### src/rtl/dnoc_itf_dma_rd.sv
// -----------------------------------------------------------------------------
// dnoc_itf_dma_rd
// Read-side DMA channel of the dnoc interface. A read-out command from the NoC
// is accepted in IDLE, the configuration is latched, and L2 dmem is walked with
// a 4-level loop/gap address pattern. Each 256-bit beat read from L2 is pushed
// into a small credit-controlled FIFO that absorbs the 1-cycle SRAM latency and
// NoC back-pressure, then streamed out with valid/ready.
//
// Optional feature (compile-time macro): DNOC_ITF_DMA_RD_LAST_EN
//   defined   : adds output dma_rd_noc_out_last, high with valid on the final
//               beat of a transfer (one side-bit stored per FIFO entry)
//   undefined : no last port, no side-bit
//
// Ports:
//   clk, rst_n                      clock, async active-low reset
//   noc_cmd_dma_rd_req / _gnt       command handshake (gnt combinational, IDLE)
//   n_cfg_d_r_ram_base_addr         L2 start address
//   n_cfg_d_r_ram_total_lenth       beats minus one
//   n_cfg_d_r_loop_lenth            4 x 13-bit per-level count minus one (lvl0 LSBs)
//   n_cfg_d_r_loop_gap              4 x 13-bit per-level address stride
//   L2_dmem_dma_rd_en/_addr         SRAM read strobe and address
//   L2_dmem_dma_rd_gnt              L2 arbiter accepted the read this cycle
//   L2_dmem_dma_rd_data             read data, valid 1 cycle after acceptance
//   dma_rd_noc_out_data/_valid      beat to NoC
//   dma_rd_noc_out_ready            NoC accepts beat
//   d_r_transaction_done            one-cycle completion pulse
// -----------------------------------------------------------------------------
module dnoc_itf_dma_rd #(
   parameter int DATA_W     = 256,
   parameter int ADDR_W     = 13,
   parameter int FIFO_DEPTH = 2
) (
   input  logic                clk,
   input  logic                rst_n,
   input  logic                noc_cmd_dma_rd_req,
   output logic                noc_cmd_dma_rd_gnt,
   input  logic [ADDR_W-1:0]   n_cfg_d_r_ram_base_addr,
   input  logic [ADDR_W-1:0]   n_cfg_d_r_ram_total_lenth,
   input  logic [4*ADDR_W-1:0] n_cfg_d_r_loop_lenth,
   input  logic [4*ADDR_W-1:0] n_cfg_d_r_loop_gap,
   output logic                L2_dmem_dma_rd_en,
   output logic [ADDR_W-1:0]   L2_dmem_dma_rd_addr,
   input  logic                L2_dmem_dma_rd_gnt,
   input  logic [DATA_W-1:0]   L2_dmem_dma_rd_data,
   output logic [DATA_W-1:0]   dma_rd_noc_out_data,
   output logic                dma_rd_noc_out_valid,
   input  logic                dma_rd_noc_out_ready,
`ifdef DNOC_ITF_DMA_RD_LAST_EN
   output logic                dma_rd_noc_out_last,
`endif
   output logic                d_r_transaction_done
);

   localparam int PW = (FIFO_DEPTH > 1) ? $clog2(FIFO_DEPTH) : 1;
   localparam int CW = $clog2(FIFO_DEPTH + 1) + 1;
   localparam logic [PW-1:0] LAST_IDX = PW'(FIFO_DEPTH - 1);
   localparam logic [CW-1:0] DEPTH_C  = CW'(FIFO_DEPTH);

   typedef enum logic [1:0] {
      ST_IDLE  = 2'd0,
      ST_RD    = 2'd1,
      ST_DRAIN = 2'd2
   } state_t;

   state_t              r_state, w_state_nxt;
   logic [ADDR_W-1:0]   r_base, r_total, r_issue, r_addr;
   logic [ADDR_W-1:0]   r_len   [4];
   logic [ADDR_W-1:0]   r_gap   [4];
   logic [ADDR_W-1:0]   r_c     [4];
   logic [ADDR_W-1:0]   w_c_nxt [4];
   logic [3:0]          w_wrap;
   logic                w_inc1, w_inc2, w_inc3;
   logic [ADDR_W-1:0]   w_addr_nxt;
   logic                r_inflight;
   logic [DATA_W-1:0]   r_mem [FIFO_DEPTH];
   logic [PW-1:0]       r_wptr, r_rptr;
   logic [CW-1:0]       r_count, w_credit;
   logic                w_gnt, w_done, w_rd_en, w_accept, w_pop, w_push, w_is_last;
`ifdef DNOC_ITF_DMA_RD_LAST_EN
   logic                r_inflight_last;
   logic                r_mem_last [FIFO_DEPTH];
`endif

   // One loop-level step: hold, increment, or wrap back to zero at its limit.
   function automatic logic [ADDR_W-1:0] next_cnt(input logic [ADDR_W-1:0] cur,
                                                  input logic wrap, input logic inc);
      logic [ADDR_W-1:0] res;
      if (!inc) begin
         res = cur;
      end else if (wrap) begin
         res = '0;
      end else begin
         res = cur + {{(ADDR_W-1){1'b0}}, 1'b1};
      end
      return res;
   endfunction

   // Credit counts buffered beats plus the read in flight, minus a beat leaving
   // this cycle, so a read is only issued when its data is sure to have a slot.
   assign w_pop     = dma_rd_noc_out_valid & dma_rd_noc_out_ready;
   assign w_push    = r_inflight;
   assign w_credit  = r_count + CW'(r_inflight) - CW'(w_pop);
   assign w_rd_en   = (r_state == ST_RD) && (w_credit < DEPTH_C);
   assign w_accept  = w_rd_en & L2_dmem_dma_rd_gnt;
   assign w_is_last = (r_issue == r_total);

   // Carry chain: a level advances only when all inner levels wrap together.
   assign w_inc1 = w_accept & w_wrap[0];
   assign w_inc2 = w_inc1   & w_wrap[1];
   assign w_inc3 = w_inc2   & w_wrap[2];

   // Next loop counters and the address they select (13-bit wrap is intended).
   always_comb begin
      for (int k = 0; k < 4; k++) begin
         w_wrap[k] = (r_c[k] == r_len[k]);
      end
      w_c_nxt[0] = next_cnt(r_c[0], w_wrap[0], w_accept);
      w_c_nxt[1] = next_cnt(r_c[1], w_wrap[1], w_inc1);
      w_c_nxt[2] = next_cnt(r_c[2], w_wrap[2], w_inc2);
      w_c_nxt[3] = next_cnt(r_c[3], w_wrap[3], w_inc3);
      w_addr_nxt = r_base;
      for (int k = 0; k < 4; k++) begin
         w_addr_nxt = w_addr_nxt + w_c_nxt[k] * r_gap[k];
      end
   end

   // State register.
   always_ff @(posedge clk or negedge rst_n) begin
      if (!rst_n) begin
         r_state <= ST_IDLE;
      end else begin
         r_state <= w_state_nxt;
      end
   end

   // Next-state, command grant and completion pulse.
   always_comb begin
      w_state_nxt = r_state;
      w_gnt       = 1'b0;
      w_done      = 1'b0;
      case (r_state)
         ST_IDLE: begin
            if (noc_cmd_dma_rd_req) begin
               w_gnt       = 1'b1;
               w_state_nxt = ST_RD;
            end else begin
               w_state_nxt = ST_IDLE;
            end
         end
         ST_RD: begin
            if (w_accept && w_is_last) begin
               w_state_nxt = ST_DRAIN;
            end else begin
               w_state_nxt = ST_RD;
            end
         end
         ST_DRAIN: begin
            if ((r_count == '0) && !r_inflight) begin
               w_done      = 1'b1;
               w_state_nxt = ST_IDLE;
            end else begin
               w_state_nxt = ST_DRAIN;
            end
         end
         default: begin
            w_state_nxt = ST_IDLE;
         end
      endcase
   end

   // Configuration latch, loop counters, issue counter and read address.
   always_ff @(posedge clk or negedge rst_n) begin
      if (!rst_n) begin
         r_base  <= '0;
         r_total <= '0;
         r_issue <= '0;
         r_addr  <= '0;
         for (int k = 0; k < 4; k++) begin
            r_len[k] <= '0;
            r_gap[k] <= '0;
            r_c[k]   <= '0;
         end
      end else if (w_gnt) begin
         r_base  <= n_cfg_d_r_ram_base_addr;
         r_total <= n_cfg_d_r_ram_total_lenth;
         r_issue <= '0;
         r_addr  <= n_cfg_d_r_ram_base_addr;
         for (int k = 0; k < 4; k++) begin
            r_len[k] <= n_cfg_d_r_loop_lenth[k*ADDR_W +: ADDR_W];
            r_gap[k] <= n_cfg_d_r_loop_gap[k*ADDR_W +: ADDR_W];
            r_c[k]   <= '0;
         end
      end else if (w_accept) begin
         r_issue <= r_issue + {{(ADDR_W-1){1'b0}}, 1'b1};
         r_addr  <= w_addr_nxt;
         for (int k = 0; k < 4; k++) begin
            r_c[k] <= w_c_nxt[k];
         end
      end
   end

   // In-flight flag: L2 data for an accepted read arrives on the next cycle.
   always_ff @(posedge clk or negedge rst_n) begin
      if (!rst_n) begin
         r_inflight <= 1'b0;
`ifdef DNOC_ITF_DMA_RD_LAST_EN
         r_inflight_last <= 1'b0;
`endif
      end else begin
         r_inflight <= w_accept;
`ifdef DNOC_ITF_DMA_RD_LAST_EN
         r_inflight_last <= w_accept & w_is_last;
`endif
      end
   end

   // Output FIFO: push of returning data and pop to the NoC may coincide.
   always_ff @(posedge clk or negedge rst_n) begin
      if (!rst_n) begin
         r_wptr  <= '0;
         r_rptr  <= '0;
         r_count <= '0;
         for (int i = 0; i < FIFO_DEPTH; i++) begin
            r_mem[i] <= '0;
`ifdef DNOC_ITF_DMA_RD_LAST_EN
            r_mem_last[i] <= 1'b0;
`endif
         end
      end else begin
         if (w_push) begin
            r_mem[r_wptr] <= L2_dmem_dma_rd_data;
`ifdef DNOC_ITF_DMA_RD_LAST_EN
            r_mem_last[r_wptr] <= r_inflight_last;
`endif
            r_wptr <= (r_wptr == LAST_IDX) ? '0 : r_wptr + {{(PW-1){1'b0}}, 1'b1};
         end
         if (w_pop) begin
            r_rptr <= (r_rptr == LAST_IDX) ? '0 : r_rptr + {{(PW-1){1'b0}}, 1'b1};
         end
         case ({w_push, w_pop})
            2'b10:   r_count <= r_count + {{(CW-1){1'b0}}, 1'b1};
            2'b01:   r_count <= r_count - {{(CW-1){1'b0}}, 1'b1};
            default: r_count <= r_count;
         endcase
      end
   end

   assign noc_cmd_dma_rd_gnt    = w_gnt & rst_n;
   assign L2_dmem_dma_rd_en     = w_rd_en;
   assign L2_dmem_dma_rd_addr   = w_rd_en ? r_addr : '0;
   assign dma_rd_noc_out_valid  = (r_count != '0);
   assign dma_rd_noc_out_data   = r_mem[r_rptr];
   assign d_r_transaction_done  = w_done;
`ifdef DNOC_ITF_DMA_RD_LAST_EN
   assign dma_rd_noc_out_last   = (r_count != '0) & r_mem_last[r_rptr];
`endif

endmodule

### config.mk
export PLATFORM = sky130hd
export DESIGN_NAME = dnoc_itf_dma_rd
export DESIGN_NICKNAME = d
export VERILOG_FILES = /design/src/rtl/dnoc_itf_dma_rd.sv
export SDC_FILE = /design/constraint.sdc
export NUM_CORES = 2
export LEC_CHECK = 0
export ABC_AREA = 1
export CAP_MARGIN = 20
export CELL_PAD_IN_SITES_DETAIL_PLACEMENT = 0
export CELL_PAD_IN_SITES_GLOBAL_PLACEMENT = 2
export CORE_MARGIN = 2
export CORE_UTILIZATION = 29
export CTS_CLUSTER_SIZE = 10
export DETAILED_ROUTE_END_ITERATION = 6
export HOLD_SLACK_MARGIN = 0.08
export PLACE_DENSITY_LB_ADDON = 0.1
export SLEW_MARGIN = 20
export SYNTH_ARGS = -nofsm -noshare
export SYNTH_HDL_FRONTEND = slang
export SYNTH_SLANG_ARGS = --single-unit
export TNS_END_PERCENT = 20
### constraint.sdc
create_clock -name clk -period 8.75 [get_ports clk]
set_input_delay 1.75 -clock clk [delete_from_list [all_inputs] [get_ports clk]]
set_output_delay 1.75 -clock clk [all_outputs]
set_load 0.02 [all_outputs]
Yosys cells after proc, flatten, opt, wreduce, memory -nomap -nowiden
Cells that the tools add are included.
{"block": "classes", "addsub": 15, "mul": 4, "order_cmp": 4, "eq_ne": 9, "n_mux": 32, "bitwise": 8, "n_reduce_logical": 10}
{"cell": "$mux W256", "n": 4}
{"cell": "$bwmux W512", "n": 1}
{"cell": "$demux W256 S1", "n": 1}
{"cell": "$mux W13", "n": 13}
{"cell": "$mux W52", "n": 2}
{"cell": "$add A13 B1 Y13 const B", "n": 5}
{"cell": "$eq A13 B13 Y1", "n": 5}
{"cell": "$add A13 B13 Y13", "n": 4}
{"cell": "$mul A13 B13 Y13", "n": 4}
{"cell": "$mux W1", "n": 7}
{"cell": "$and A1 B1 Y1", "n": 6}
{"cell": "$pmux W2 S3", "n": 1}
{"cell": "$pmux W3 S2", "n": 1}
{"cell": "$eq A2 B1 Y1 const B", "n": 2}
{"cell": "$eq A2 B2 Y1 const B", "n": 2}
{"cell": "$ge A2 B2 Y1 const B", "n": 2}
{"cell": "$logic_and A1 B1 Y1", "n": 4}
{"cell": "$mux W2", "n": 2}
{"cell": "$not A1 Y2", "n": 2}
{"cell": "$reduce_bool A2 Y1", "n": 2}
{"cell": "$add A3 B1 Y3", "n": 1}
{"cell": "$add A3 B1 Y3 const B", "n": 1}
{"cell": "$logic_not A3 Y1", "n": 1}
{"cell": "$lt A3 B2 Y1 const B", "n": 1}
{"cell": "other kinds (7)", "n": 8}
{"block": "totals", "regBits": 728, "input_bits": 391, "output_inout_bits": 273, "word_cells": 105}

Longest topological paths before layout
{"block": "depth", "ltp_word": 14, "depth_mapped": 59, "depth_no_buf": 59}

Least setup slack after synthesis
No wires, ideal clock.
{"block": "synth_path", "path_kind": "input to register", "from": "input dma_rd_noc_out_ready", "to": "register r_addr[12]", "setup_ns": 0.077, "t_arrival_ns": 10.171, "required_time_ns": 8.673, "path_slack_ns": -1.498, "stages": 49, "n_path_buf": 2, "cell_sequence": "nand2_1 > nor2_1 > o21ai_0 > fa_1 > nand3_1 > nand2_1 > nor2_2 > nand2_1 > nor2_4 > buf_4 > nand2_1 > nand2_1 > clkbuf_1 > nor2_1 > fa_1 > fa_1 > fa_1 > inv_1 > [13 not listed] > o21ai_0 > inv_1 > nor2_1 > nor2_1 > nor2_1 > nor2_1 > nand3_1 > nand2_1 > nand2_1 > nand2_1 > nand3_1 > nand2_1 > nand2_1 > nand2_1 > inv_1 > nand2_1 > nand3_1 > a21oi_1"}
{"block": "synth_between", "elab_chain_len": 13, "word_cells_on_any_way": 23, "cone_classes": "5 x add/sub; 4 x mul; 1 x order compare; 6 x mux; 5 x bitwise; 2 x reduce/logical"}
{"element": "start, declared", "line_no": "47", "text": "input logic dma_rd_noc_out_ready,"}
{"element": "$and A1 B1 Y1 *", "line_no": "100", "text": "assign w_pop = dma_rd_noc_out_valid & dma_rd_noc_out_ready;"}
{"element": "$sub A3 B1 Y3 *", "line_no": "102", "text": "assign w_credit = r_count + CW'(r_inflight) - CW'(w_pop);"}
{"element": "$lt A3 B2 Y1 *", "line_no": "103", "text": "assign w_rd_en = (r_state == ST_RD) && (w_credit < DEPTH_C);"}
{"element": "$logic_and A1 B1 Y1 *", "line_no": "103"}
{"element": "via L2_dmem_dma_rd_en", "line_no": "41", "text": "output logic L2_dmem_dma_rd_en,"}
{"element": "$and A1 B1 Y1 *", "line_no": "104", "text": "assign w_accept = w_rd_en & L2_dmem_dma_rd_gnt;"}
{"element": "$mux W13 or $and A1 B1 Y1 (tied branches)", "line_no": "88, 108"}
{"element": "$mul A13 B13 Y13 (tied with other cells)", "line_no": "123", "text": "w_addr_nxt = w_addr_nxt + w_c_nxt[k] * r_gap[k];"}
{"element": "$add A13 B13 Y13 (tied with other cells) (2 in series)", "line_no": "123"}
{"element": "$add A13 B13 Y13 or $mul A13 B13 Y13 (tied branches)", "line_no": "123"}
{"element": "$add A13 B13 Y13", "line_no": "123"}
{"element": "$mux W13", "line_no": "193", "text": "end else if (w_accept) begin"}
{"element": "$mux W13", "line_no": "183", "text": "end else if (w_gnt) begin"}
{"element": "end signal, assigned", "line_no": "187", "text": "r_addr <= n_cfg_d_r_ram_base_addr;"}
{"element": "end signal, assigned", "line_no": "195", "text": "r_addr <= w_addr_nxt;"}
{"element": "end, declared", "line_no": "66", "text": "logic [ADDR_W-1:0] r_base, r_total, r_issue, r_addr;"}
Mark *: on every way through the listed nets, which the timed path passes. The rest lies on a longest branch. The select of a mux whose other input is x is not followed.
A chain may end at the register's enable or synchronous reset.

Final worst setup path
{"block": "layout_path", "from": "input dma_rd_noc_out_ready", "to": "register r_addr[12]"}
{"block": "layout_between", "elab_chain_len": 13, "word_cells_on_any_way": 23, "cone_classes": "5 x add/sub; 4 x mul; 1 x order compare; 6 x mux; 5 x bitwise; 2 x reduce/logical"}
{"element": "$and A1 B1 Y1 *", "line_no": "100"}
{"element": "$sub A3 B1 Y3 *", "line_no": "102"}
{"element": "$lt A3 B2 Y1 *", "line_no": "103"}
{"element": "$logic_and A1 B1 Y1 *", "line_no": "103"}
{"element": "$and A1 B1 Y1 *", "line_no": "104"}
{"element": "$mux W13 or $and A1 B1 Y1 (tied branches)", "line_no": "88, 108"}
{"element": "$mul A13 B13 Y13 (tied with other cells)", "line_no": "123"}
{"element": "$add A13 B13 Y13 (tied with other cells) (2 in series)", "line_no": "123"}
{"element": "$add A13 B13 Y13 or $mul A13 B13 Y13 (tied branches)", "line_no": "123"}
{"element": "$add A13 B13 Y13", "line_no": "123"}
{"element": "$mux W13", "line_no": "193"}
{"element": "$mux W13", "line_no": "183"}
Mark *: on every way between the ends. The rest lies on a longest branch, timed or not. The select of a mux whose other input is x is not followed.

==> impl_table.tex <==
\begin{tabular}{lr}
\hline
Metric & Value \\
\hline
\multicolumn{2}{l}{\textbf{Die}} \\
\quad Area of the die & 154300 um2 \\
\quad Row Count & 142 \\
\quad Die Width & 392.8 um \\
\quad I/O pin count & 664 \\
\quad Die outline height & 392.8 um \\
\quad Core Box Area & 150000 um2 \\
\quad Effective utilization at floorplan & 0.2924 \\
\multicolumn{2}{l}{\textbf{Synthesis}} \\
\quad Post-synth top flop & sky130\_fd\_sc\_hd\_\_dfrtp\_1 \\
\quad Netlist cell types & 47 \\
\quad Post-synthesis area per instance & 7.833 um2 \\
\quad Synthesized area & 43840 um2 \\
\quad Register area share after synthesis & 0.4155 \\
\quad Number of flip-flops and latches in the synthesized netlist & roughly 730 \\
\quad Synthesized Nets & 6386 \\
\quad Cells after synthesis & 5597 \\
\quad Async SR Flop Fraction & 1.000 \\
\quad YS warnings & 0 \\
\quad Number of synthesized flops with an enable pin & 0 \\
\multicolumn{2}{l}{\textbf{CTS}} \\
\quad Longest Clk Path Bufs & 3 \\
\quad Clock root buffer master & sky130\_fd\_sc\_hd\_\_clkbuf\_16 \\
\quad Clock transition time at the flip-flop clock pins of the worst setup and hold paths & 0.07 ns \\
\quad Worst-Skew Late Latency & 0.71 ns \\
\quad Num CTS Buffers & 95 \\
\quad \# clock sinks & 728 \\
\quad H-Tree Level Count & 3 \\
\quad TritonCTS clock tree & yes \\
\multicolumn{2}{l}{\textbf{Flow run}} \\
\quad Max-cap check violation count & 0 \\
\multicolumn{2}{l}{\textbf{Final layout}} \\
\quad Filler Cells Inserted & 15770 \\
\quad Non-filler cells, final & $\sim$8600 \\
\quad Synthesis-to-finish area growth & 33.34\% \\
\quad Fraction of layout instances using a drive strength above 1 & 0.09998 \\
\quad Area used by sequential logic in the layout & 18220 um2 \\
\quad Number of nets in the finished design & just over 7000 \\
\quad Area used by multi-input combinational logic & 22050 um2 \\
\multicolumn{2}{l}{\textbf{Global route}} \\
\quad Maximum number of pins on one net before global-route repair & around 210 \\
\quad Overall fraction of global-route tracks in use & 0.2018 \\
\quad Total gr overflow & 0 \\
\quad Antenna violations before repair & 49 \\
\quad Via count of the first global-routing pass & approximately 38000 \\
\quad Global-route wire length before repair & 236400 um \\
\multicolumn{2}{l}{\textbf{Placed design}} \\
\quad Cell Count Post-Placement & 8335 \\
\quad Hpwl dp & between 100000 and 150000 um \\
\quad Number of input and output port buffers inserted & 663 \\
\quad Final weighted congestion in routability-driven placement & 0.8434 \\
\multicolumn{2}{l}{\textbf{Routing}} \\
\quad Iteration-0 DRC count of the detailed router & 1984 \\
\quad Number of nets with antenna violations after routing & 0 \\
\quad Number of vias per cell & 4.384 \\
\quad DRC Markers & 0 \\
\quad Wirelength per Cell & 18.21 um \\
\quad Vias after detailed routing & 37480 \\
\quad Post-Route WL & 155700 um \\
\quad First-pass iteration count of the detailed router & 7 \\
\multicolumn{2}{l}{\textbf{Timing}} \\
\quad Final Slew Violations & 0 \\
\quad Final setup violation count & 6 \\
\quad Worst-margin pin slew & 1.102 ns \\
\quad Final hold vios & 0 \\
\quad Worst relative slew slack & 0.2652 \\
\quad Tmin final & 9.603 ns \\
\quad RSZ-0062 raised after global routing & true \\
\quad Share of the clock period used by the worst path after layout & 1.098 \\
\quad Post-Route Skew & 0.04527 ns \\
\quad Highest achievable clock rate & 104.1 MHz \\
\quad Final setup margin & -0.8532 ns \\
\multicolumn{2}{l}{\textbf{Worst setup path}} \\
\quad Most used cell along the critical path & sky130\_fd\_sc\_hd\_\_fa\_1 \\
\quad Slowest cell delay on critical path & about 0.57 ns \\
\quad Worst path arrival time & 10.24 ns \\
\quad Data required time at the worst endpoint & 9.39 ns \\
\quad Maximum fanout along the worst path & 7 \\
\quad Slowest stage cell, crit path & sky130\_fd\_sc\_hd\_\_fa\_1 \\
\quad Kind of cell adding the most delay to the critical path & adder cells \\
\quad Endpoint kind of the worst setup timing path & register \\
\quad Buffers plus inverters on the worst setup path & 12 \\
\quad Critical path launch point type & primary input \\
\quad Worst Path Class, Setup & primary input to register \\
\multicolumn{2}{l}{\textbf{Min path}} \\
\quad Classification of the worst-slack hold path & register to register \\
\multicolumn{2}{l}{\textbf{Outcome}} \\
\quad Violated checks & setup timing \\
\quad Run status & finished, violations left \\
\hline
\end{tabular}
==> layout make-up <==
type,instances,area share
diodes,13,0.0005565
clock buffers,138,0.04702
clock inverters,23,0.005073
inverters,855,0.05546
multi-input cells,3786,0.3771
flip-flops and latches,728,0.3117
well taps,2016,0.04315
repair buffers,991,0.1599
==> per-layer routing <==
metal | GRT usage | wire [um] | part of all wire | up-vias
li1 | - | - | - | 18690
met1 | 0.2625 | 68700 | 0.44 | 17770
met2 | 0.3258 | 72250 | 0.46 | 726
met3 | 0.06203 | 10870 | 0.070 | 231
met4 | 0.04918 | 3533 | 0.023 | 60
met5 | 0 | 376 | 0.0024 | -
==> per-stage QoR <==
step | area [um2] | hold WS (ns) | setup slack, ns | TNS (ns) | utilization
after floorplan | 44020 | 0.4492 | -1.075 | -3.282 | -
after global placement | 54570 | 0.4650 | -2.211 | -12.53 | 0.3639
after detailed placement | 54570 | 0.4726 | -2.229 | -12.85 | 0.3639
after CTS | 58200 | 0.4863 | -0.8583 | -1.721 | 0.3881
after global routing | 58440 | 0.4997 | -1.251 | -3.712 | 0.3897
final | 58460 | 0.4808 | -0.8532 | -1.909 | 0.3898
==> flip-flops by register name, summed over array words and instances (netlist names) <==
signal,cells
r_gap,52
r_rptr,1
r_total,13
r_issue,13
r_addr,13
r_mem,512
r_wptr,1
r_len,52
r_state,2
r_c,52
r_inflight,1
r_base,13
r_count,3
==> path summary, 6_finish.rpt <==
kind	startpoint	endpoint	slack, ns	cells past startpoint
max	dma_rd_noc_out_ready	r_addr[12]	-0.85	50
min	r_mem[433]	r_mem[433]	0.48	2
max reg2reg	r_count[1]	r_addr[12]	-0.35	51
min reg2reg	r_mem[433]	r_mem[433]	0.48	2
max in group asynchronous	rst_n	r_mem[401]	4.98	4
min in group asynchronous	rst_n	r_mem[495]	1.05	1
==> worst register-to-register path: cells and delay by family (launching register included) <==
family	cells	cell delay, ns
buf+inv	12	0.89
fa+ha+maj	11	5.07
simple gates	24	2.25
compound gates	4	0.45
flops	1	0.39
==> repair_timing <==
| item | 4_1_cts | 5_1_grt |
|---|---|---|
| endpoints found under the setup margin | 8 | 7 |
| hold buffers | 0 | 0 |
| hold endpoints to repair | 0 | 0 |
| buffers inserted | 28 | 12 |
| pin swaps | 89 | 42 |
| gates resized for setup | 114 | 26 |
| cloned | 0 | 1 |
==> placed cells by master (no fill, tap or decap), types with 8 or more instances in the layout <==
cell type,count
sky130_fd_sc_hd__dfrtp_1,727
sky130_fd_sc_hd__nand3_1,113
sky130_fd_sc_hd__buf_4,300
sky130_fd_sc_hd__nand2_1,2012
sky130_fd_sc_hd__inv_1,809
sky130_fd_sc_hd__nor2_2,10
sky130_fd_sc_hd__buf_12,13
sky130_fd_sc_hd__a21oi_1,13
sky130_fd_sc_hd__nand3_2,9
sky130_fd_sc_hd__fa_1,234
sky130_fd_sc_hd__diode_2,13
sky130_fd_sc_hd__nand3b_1,8
sky130_fd_sc_hd__nor3_1,26
sky130_fd_sc_hd__inv_2,34
sky130_fd_sc_hd__nand2_2,32
sky130_fd_sc_hd__o21ai_1,16
sky130_fd_sc_hd__buf_6,12
sky130_fd_sc_hd__xor2_1,69
sky130_fd_sc_hd__o21ai_0,623
sky130_fd_sc_hd__clkbuf_16,96
sky130_fd_sc_hd__clkbuf_8,21
sky130_fd_sc_hd__clkbuf_1,22
sky130_fd_sc_hd__nand2_4,15
sky130_fd_sc_hd__nor2_1,321
sky130_fd_sc_hd__o21ai_2,9
sky130_fd_sc_hd__xnor2_1,30
sky130_fd_sc_hd__ha_1,134
sky130_fd_sc_hd__clkdlybuf4s50_1,661
sky130_fd_sc_hd__clkinv_2,10
sky130_fd_sc_hd__fa_2,21
sky130_fd_sc_hd__nand4_1,20
==> Yosys cell counts (3+ instances only) <==
library cell | number | area share
sky130_fd_sc_hd__a21oi_1 | 19 | 0.0022
sky130_fd_sc_hd__buf_1 | 6 | 0.00051
sky130_fd_sc_hd__buf_2 | 5 | 0.00057
sky130_fd_sc_hd__buf_4 | 3 | 0.00051
sky130_fd_sc_hd__buf_6 | 4 | 0.0010
sky130_fd_sc_hd__clkbuf_1 | 210 | 0.018
sky130_fd_sc_hd__clkinv_1 | 7 | 0.00060
sky130_fd_sc_hd__dfrtp_1 | 728 | 0.42
sky130_fd_sc_hd__fa_1 | 255 | 0.12
sky130_fd_sc_hd__ha_1 | 143 | 0.041
sky130_fd_sc_hd__inv_1 | 830 | 0.071
sky130_fd_sc_hd__inv_2 | 17 | 0.0015
sky130_fd_sc_hd__nand2_1 | 2050 | 0.18
sky130_fd_sc_hd__nand2_2 | 9 | 0.0013
sky130_fd_sc_hd__nand3_1 | 120 | 0.014
sky130_fd_sc_hd__nand3_2 | 5 | 0.0011
sky130_fd_sc_hd__nand3b_1 | 8 | 0.0014
sky130_fd_sc_hd__nand4_1 | 20 | 0.0029
sky130_fd_sc_hd__nor2_1 | 330 | 0.028
sky130_fd_sc_hd__nor2_2 | 4 | 0.00057
sky130_fd_sc_hd__nor2_4 | 4 | 0.0010
sky130_fd_sc_hd__nor3_1 | 27 | 0.0031
sky130_fd_sc_hd__nor4_1 | 4 | 0.00057
sky130_fd_sc_hd__o211ai_1 | 5 | 0.00086
sky130_fd_sc_hd__o21ai_0 | 630 | 0.072
sky130_fd_sc_hd__o21ai_1 | 16 | 0.0018
sky130_fd_sc_hd__o21ai_2 | 3 | 0.00060
sky130_fd_sc_hd__o221ai_1 | 6 | 0.0012
sky130_fd_sc_hd__o22ai_1 | 3 | 0.00043
sky130_fd_sc_hd__or2_2 | 8 | 0.0011
sky130_fd_sc_hd__xnor2_1 | 30 | 0.0060
sky130_fd_sc_hd__xor2_1 | 70 | 0.014
==> cells by family after synthesis <==
family	share of synthesized area
AO/OA/AOI/OAI	0.08040
adder cells (fa/ha/maj)	0.1573
buffers and inverters	0.09384
XOR/XNOR	0.01998
flip-flops	0.4155
multiplexers	0.0002568
AND/OR/NAND/NOR	0.2327
Power is left out: the tool's default activity adds up to more than one toggle a clock period on the data nets, which glitch-free logic cannot reach.
